$ cat src/rtl/multicycle_controller.sv
// multicycle_controller: FETCH/DECODE/EXEC/MEM/WB sequencer with req/ready memory handshakes.
// Optional performance counters are enabled by defining CTRL_PERF_CNT_EN.
module multicycle_controller #(
  parameter int OP_W    = 3,
  parameter int FUNCT_W = 4,
  parameter int ALUOP_W = 3,
  parameter int CNT_W   = 16
) (
  input  logic               clk,
  input  logic               rst_n,
  input  logic [OP_W-1:0]    main_op,
  input  logic [FUNCT_W-1:0] alu_in,
  input  logic               zero,
  input  logic               imem_ready,
  input  logic               dmem_ready,
  output logic               imem_req,
  output logic               ir_we,
  output logic [ALUOP_W-1:0] alu_out,
  output logic [1:0]         alusrc,
  output logic               en_pc,
  output logic               jump,
  output logic               pcsrc,
  output logic               we_reg,
  output logic               en_ram,
  output logic               we_ram,
  output logic               wrtsrc,
  output logic               rdsrc,
  output logic               illegal,
  output logic               halted,
  output logic [CNT_W-1:0]   cycle_cnt,
  output logic [CNT_W-1:0]   instr_cnt
);
  typedef enum logic [2:0] {S_FETCH, S_DECODE, S_EXEC, S_MEM, S_WB, S_HALT} state_t;
  localparam logic [2:0] OP_R = 3'd0, OP_ADDI = 3'd1, OP_LW = 3'd2, OP_SW = 3'd3;
  localparam logic [2:0] OP_BEQ = 3'd4, OP_BNE = 3'd5, OP_J = 3'd6, OP_HALT = 3'd7;
  state_t            r_state;
  logic [2:0]        r_op;
  logic [2:0]        r_funct;
  logic              r_illegal;
  logic [2:0]        w_op3;
  logic              w_illegal;
  logic              w_r, w_addi, w_lw, w_sw, w_beq, w_bne, w_j;
  logic              w_exec, w_mem, w_wb, w_alu_hold;
  assign w_op3     = main_op[2:0];
  assign w_illegal = ((main_op >> 3) != '0) || (w_op3 == OP_R && alu_in > FUNCT_W'(5));
  assign w_r    = r_op == OP_R;
  assign w_addi = r_op == OP_ADDI;
  assign w_lw   = r_op == OP_LW;
  assign w_sw   = r_op == OP_SW;
  assign w_beq  = r_op == OP_BEQ;
  assign w_bne  = r_op == OP_BNE;
  assign w_j    = r_op == OP_J;
  always_ff @(posedge clk or negedge rst_n) begin
    if (!rst_n) begin
      r_state   <= S_FETCH;
      r_op      <= '0;
      r_funct   <= '0;
      r_illegal <= 1'b0;
    end else begin
      case (r_state)
        S_FETCH:  if (imem_ready) r_state <= S_DECODE;
        S_DECODE: begin
          r_op    <= w_op3;
          r_funct <= alu_in[2:0];
          if (w_illegal) begin
            r_illegal <= 1'b1;
            r_state   <= S_HALT;
          end else begin
            r_state <= (w_op3 == OP_HALT) ? S_HALT : S_EXEC;
          end
        end
        S_EXEC:   r_state <= (w_r || w_addi) ? S_WB : (w_lw || w_sw) ? S_MEM : S_FETCH;
        S_MEM:    if (dmem_ready) r_state <= w_sw ? S_FETCH : S_WB;
        S_WB:     r_state <= S_FETCH;
        default:  r_state <= S_HALT;
      endcase
    end
  end
  assign w_exec     = r_state == S_EXEC;
  assign w_mem      = r_state == S_MEM;
  assign w_wb       = r_state == S_WB;
  // ALU controls stay on through MEM so the RAM address and store data remain stable.
  assign w_alu_hold = w_exec || w_mem;
  assign imem_req = r_state == S_FETCH;
  assign ir_we    = (r_state == S_FETCH) && imem_ready;
  assign alu_out  = !w_alu_hold ? '0 : w_r ? ALUOP_W'(r_funct) : (w_beq || w_bne) ? ALUOP_W'(1) : '0;
  assign alusrc   = (w_alu_hold && (w_addi || w_lw || w_sw)) ? 2'd1 : 2'd0;
  assign rdsrc    = w_alu_hold && w_sw;
  assign en_pc    = (w_exec && (w_beq || w_bne || w_j)) || (w_mem && w_sw && dmem_ready) || w_wb;
  assign jump     = w_exec && w_j;
  assign pcsrc    = w_exec && ((w_beq && zero) || (w_bne && !zero));
  assign we_reg   = w_wb;
  assign wrtsrc   = w_wb && w_lw;
  assign en_ram   = w_mem;
  assign we_ram   = w_mem && w_sw;
  assign illegal  = r_illegal;
  assign halted   = r_state == S_HALT;
`ifdef CTRL_PERF_CNT_EN
  logic [CNT_W-1:0] r_cycle_cnt, r_instr_cnt;
  always_ff @(posedge clk or negedge rst_n) begin
    if (!rst_n) begin
      r_cycle_cnt <= '0;
      r_instr_cnt <= '0;
    end else begin
      if (r_state != S_HALT && r_cycle_cnt != '1) r_cycle_cnt <= r_cycle_cnt + 1'b1;
      if (en_pc && r_instr_cnt != '1) r_instr_cnt <= r_instr_cnt + 1'b1;
    end
  end
  assign cycle_cnt = r_cycle_cnt;
  assign instr_cnt = r_instr_cnt;
`else
  assign cycle_cnt = '0;
  assign instr_cnt = '0;
`endif
endmodule

$ cat config.mk
export PLATFORM = sky130hd
export DESIGN_NAME = multicycle_controller
export DESIGN_NICKNAME = d
export VERILOG_FILES = /design/src/rtl/multicycle_controller.sv
export SDC_FILE = /design/constraint.sdc
export NUM_CORES = 1
export LEC_CHECK = 0
export CAP_MARGIN = 20
export CORE_ASPECT_RATIO = 1.25
export CORE_MARGIN = 3
export CORE_UTILIZATION = 34
export CTS_BUF_LIST = sky130_fd_sc_hd__clkbuf_8
export DETAILED_ROUTE_END_ITERATION = 10
export HOLD_SLACK_MARGIN = 0.06
export PLACE_DENSITY = 0.77
export SLEW_MARGIN = 5
export SYNTH_ARGS = -nofsm -noshare
export SYNTH_HDL_FRONTEND = slang
export SYNTH_SLANG_ARGS = --single-unit
$ cat constraint.sdc
create_clock -name clk -period 1.6 [get_ports clk]
set_input_delay 0.4 -clock clk [delete_from_list [all_inputs] [get_ports clk]]
set_output_delay 0.4 -clock clk [all_outputs]
set_load 0.1 [all_outputs]
**After elaboration in Yosys (flattened, before gate mapping)**

Cells that the tools add are included.
W data, S select, Z words.

- Magnitude comparators: 1
- Equality and inequality tests: 14
- Mux-type cells: 12
- Reductions and logical operators: 28

Operators by type and width:

| cell | number |
|---|---|
| $mux W3 | 8 |
| $eq A3 B3 Y1 const B | 6 |
| $pmux W3 S5 | 1 |
| $eq A3 B2 Y1 const B | 4 |
| $logic_and A1 B1 Y1 | 12 |
| $logic_or A1 B1 Y1 | 10 |
| $logic_not A3 Y1 | 3 |
| $eq A3 B1 Y1 const B | 2 |
| $gt A4 B3 Y1 const B | 1 |
| $ne A2 B2 Y1 const B | 2 |
| $reduce_and A2 Y1 | 2 |
| $mux W1 | 2 |
| $mux W2 | 1 |
| $logic_not A1 Y1 | 1 |

- Bits in registers: 10
- Bits of input ports: 12
- Output and inout port bits: 49
- Logic and storage cells: 59

**Logic depth before layout (Yosys ltp)**

Gate-level depths: netlist (run 1).

- Word-level depth: 6
- Mapped depth: 5
- Mapped depth without buffers: 3

**Worst setup path before layout (run 1)**

OpenSTA, ideal clock, no wires.

- Kind: register to output
- From: register r_state[2]
- To: output jump
- Data arrival time: 3.960 ns
- Required time: 1.200 ns
- Path slack: -2.760 ns
- Cell stages (with the launch flop): 5
- Path buffers: 2
- Cell sequence: dfrtp_1 -> buf_2 -> nand2b_1 -> clkbuf_1 -> nor4b_1

- Longest elaborated chain between the ends: 2

RTL lines:

| item | RTL line | text |
|---|---|---|
| from (decl) | 36 | `state_t r_state;` |
| from (signal assigned) | 69 | `r_state <= (w_op3 == OP_HALT) ? S_HALT : S_EXEC;` |
| from (signal assigned) | 72 | `S_EXEC: r_state <= (w_r \|\| w_addi) ? S_WB : (w_lw \|\| w_sw) ? S_MEM : S_FETCH;` |
| from (signal assigned) | 73 | `S_MEM: if (dmem_ready) r_state <= w_sw ? S_FETCH : S_WB;` |
| $eq A3 B2 Y1 | 79 | `assign w_exec = r_state == S_EXEC;` |
| $logic_and A1 B1 Y1 | 90 | `assign jump = w_exec && w_j;` |
| to (decl) | 21 | `output logic jump,` |

Every way passes these cells.

**Final worst setup path (run 1)**

- From: register r_state[2]
- To: output alusrc[0]

- Longest elaborated chain between the ends: 4
- Elaborated cells between the ends (all ways): 5
- Those cells by class: eq/ne (2); mux (1); reduce/logical (2)

RTL lines:

| item | RTL line | text |
|---|---|---|
| $eq A3 B2 Y1, on equally long branches | 79, 80 |  |
| $logic_or A1 B1 Y1 * | 83 | `assign w_alu_hold = w_exec \|\| w_mem;` |
| $logic_and A1 B1 Y1 * | 87 | `assign alusrc = (w_alu_hold && (w_addi \|\| w_lw \|\| w_sw)) ? 2'd1 : 2'd0;` |
| $mux W1 * | 87 |  |
| to (decl) | 19 | `output logic [1:0] alusrc,` |

Every way passes the cells marked *; elsewhere a longest branch is shown, timed or not.

==> metrics.txt, run 1 <==
fin area 1713 sq um; fin util 0.6914; multi-input combinational cell area 664.4 sq um; CTS Buf Count 3; CP peak stage delay 450 ps; Post-Syn Area between 900 and 1000 sq um; post-route ant nets 0; Post-route DRC 0; final hold vios 0; top_reg_cell synth dfrtp_1; area delta synth->final 89.87%; gr usage total 0.1373; Buffers on Ports 27; worst-skew pair later-pin latency 240 ps; final period utilization 1.134; Worst Setup End Kind output port; CTS max path bufs 2; Reg2Reg Launch Point r_state[0]; global-route wire length before repair ~3.5 mm; Max H-tree Level 1; routed vias around 830; Data arrival, critical path ~1400 ps; MaxCap Viol Count 0; Die ar. approximately 3300 sq um; antenna violations before repair 0; Pwr Density 2322 nW/um^2; CTS Root Cell clkbuf_8; Die W between 50 and 60 um; max-slew violation count 0; worst r2r path cells 6; WP data required 1200 ps; Crit Path Class register to output port; vias in the first global route 846; gr ovfl total 0; largest cells by area after synthesis dfrtp_1 28%, buf_4 27%, mux2_2 7.5%, nor3_1 3.3%, nor2_1 3.3%; crit-path cells nand2b_4, buf_4, nor3_4, buf_12; antenna cells 0; number of setup violations in the final report 21; reg2reg setup slack -90 ps; top cells by count, synth 33 x buf_4, 10 x dfrtp_1, 8 x nor2_1; routed wire length ~2.3 mm; Synth cell types 30; Leakage 0.7840 nW; fill count approximately 190; Worst IR Drop VDD 1365 uV; Wirelength per Cell 12.02 um; share of cells above drive strength 1 0.5250; GP Congestion 0.8207; IO Count between 60 and 70; Die H 63.59 um; Synth Instances 107; status finished, violations left; warnings from Yosys 0; Fmax 0.5511 GHz; Detailed Place HPWL 1.813 mm; mean post-synth cell area 8.431 sq um; flops & latches, synth 10; Clock Sinks 10; clk slew on worst S/H paths 50 ps; most frequent cell after synthesis buf_4; Iter 0 DRT Violations 9; Synth area leader dfrtp_1; Seq/Total Area, Yosys 0.2774; placed inst area 1531 sq um; Crit path buffers/inverters 2; sequential cell area 256.5 sq um; Layout Skew around 1.5 ps; Worst Path Max Fanout 5; final worst slack -214.4 ps; min Tclk post-route 1814 ps; CTS Hold Buffers Added 0; Core Region 2477 sq um; EDFF count, synth 0; Worst setup SP type register; critical path's slowest cell dfrtp_2; CTS tree yes; Initial Utilization 0.3641; Layout Nets 173; TNS Setup -3121 ps; CP delay by family, top flip-flops; reg-to-reg endpoint r_op[2]; Synth async-reset ratio 1.000; placement row count 20; Yosys top cell area share 0.2774; RSZ-0062 raised after global routing yes; first-pass iteration count of the detailed router 4; largest net degree at the start of global routing 11; Vias/cell around 4.3; worst hold path class input port to async pin; failing checks negative setup slack
-- per-stage QoR --
stage          worst slack, ps  total power, W  instances  hold slack [ps]
3_3_place_gp            -326.0        0.003324        182            495.3
3_5_place_dp            -332.3        0.003387        182            509.4
5_1_grt                 -265.3        0.004151        193            510.9
6_report                -214.4        0.003978        193            469.9
4_1_cts                 -219.4        0.003795        189            480.3
2_1_floorplan           -643.2        0.002622        139            104.4
-- layer usage --
metal | track usage | wire length, um | vias up
met1 | 0.1281 | 750 | 382
li1 | - | - | 395
met3 | 0.03073 | 195 | 5
met5 | 0 | 0 | -
met4 | 0.07213 | 48 | 0
met2 | 0.2610 | 1325 | 46
-- worst reg2reg max path, cell delays in order (launching register included) --
cell and delay (ps):
dfrtp_2 410, buf_6 140, clkinvlp_4 170, buf_4 190, nor3_4 180, buf_12 140, mux2_2 330
-- state kept, by name, indices dropped and copies added (netlist names) --
register and cells:
r_funct 3, r_op 3, illegal 1, r_state 3
-- repair_timing --
action | CTS | global route
setup buffers | 3 | 4
pin swaps | 6 | 5
hold endpoints to repair | 0 | 0
endpoints found under the setup margin | 15 | 23
resized for setup | 14 | 9
-- logic make-up (layout without fill, tap and decap cells) --
logic type                count (synthesis)  after routing  synth area share
AOI/OAI and AO/OA                        12             12           0.09571
muxes                                     6              6           0.07489
DFF                                      10             10            0.2774
other                                     1             33          0.004157
and+or+nand+nor                          34             34            0.2192
xor gates and xnor gates                  1              1          0.009711
buffers and inverters                    43             64            0.3190
-- report_power, final --
part	internal (W)	leakage [nW]	switching, W
registers	0.000395	0.113	0.000180
clock network	0.000168	0.0269	0.0000984
logic	0.00129	0.644	0.00185
-- cell usage in the layout (no fill, tap or decap), types with 5 or more instances in the layout --
cell,n
nor3_4,6
mux2_2,6
nor2_1,5
buf_4,22
buf_6,6
dfrtp_1,5
buf_12,17
dfrtp_2,5
clkdlybuf4s50_1,8
conb_1,33
-- worst max path at each step --
stage          cells after the start   endpoint        from
4_1_cts                            3      pcsrc     r_op[0]
5_1_grt                            4     halted  r_state[0]
6_report                           4  alusrc[0]  r_state[2]
3_3_place_gp                       4      pcsrc        zero
2_1_floorplan                      4       jump  r_state[2]
3_5_place_dp                       4      pcsrc        zero
-- area by class of cell --
class,count,area share
timing repair buffer,56,0.3988
multi-input combinational,86,0.3879
sequential,10,0.1497
clock buffer,3,0.02411
tap,33,0.02411
inverter,4,0.01315
clock inverter,1,0.002191
Note: power is estimated with default switching activity, not from simulation.
==> run 2: changes to the inputs <==
Settings changed: GPL_ROUTABILITY_DRIVEN from default to 0.
==> results of run 2 <==
Final layout, timing and power as in run 1 (identical DEF).
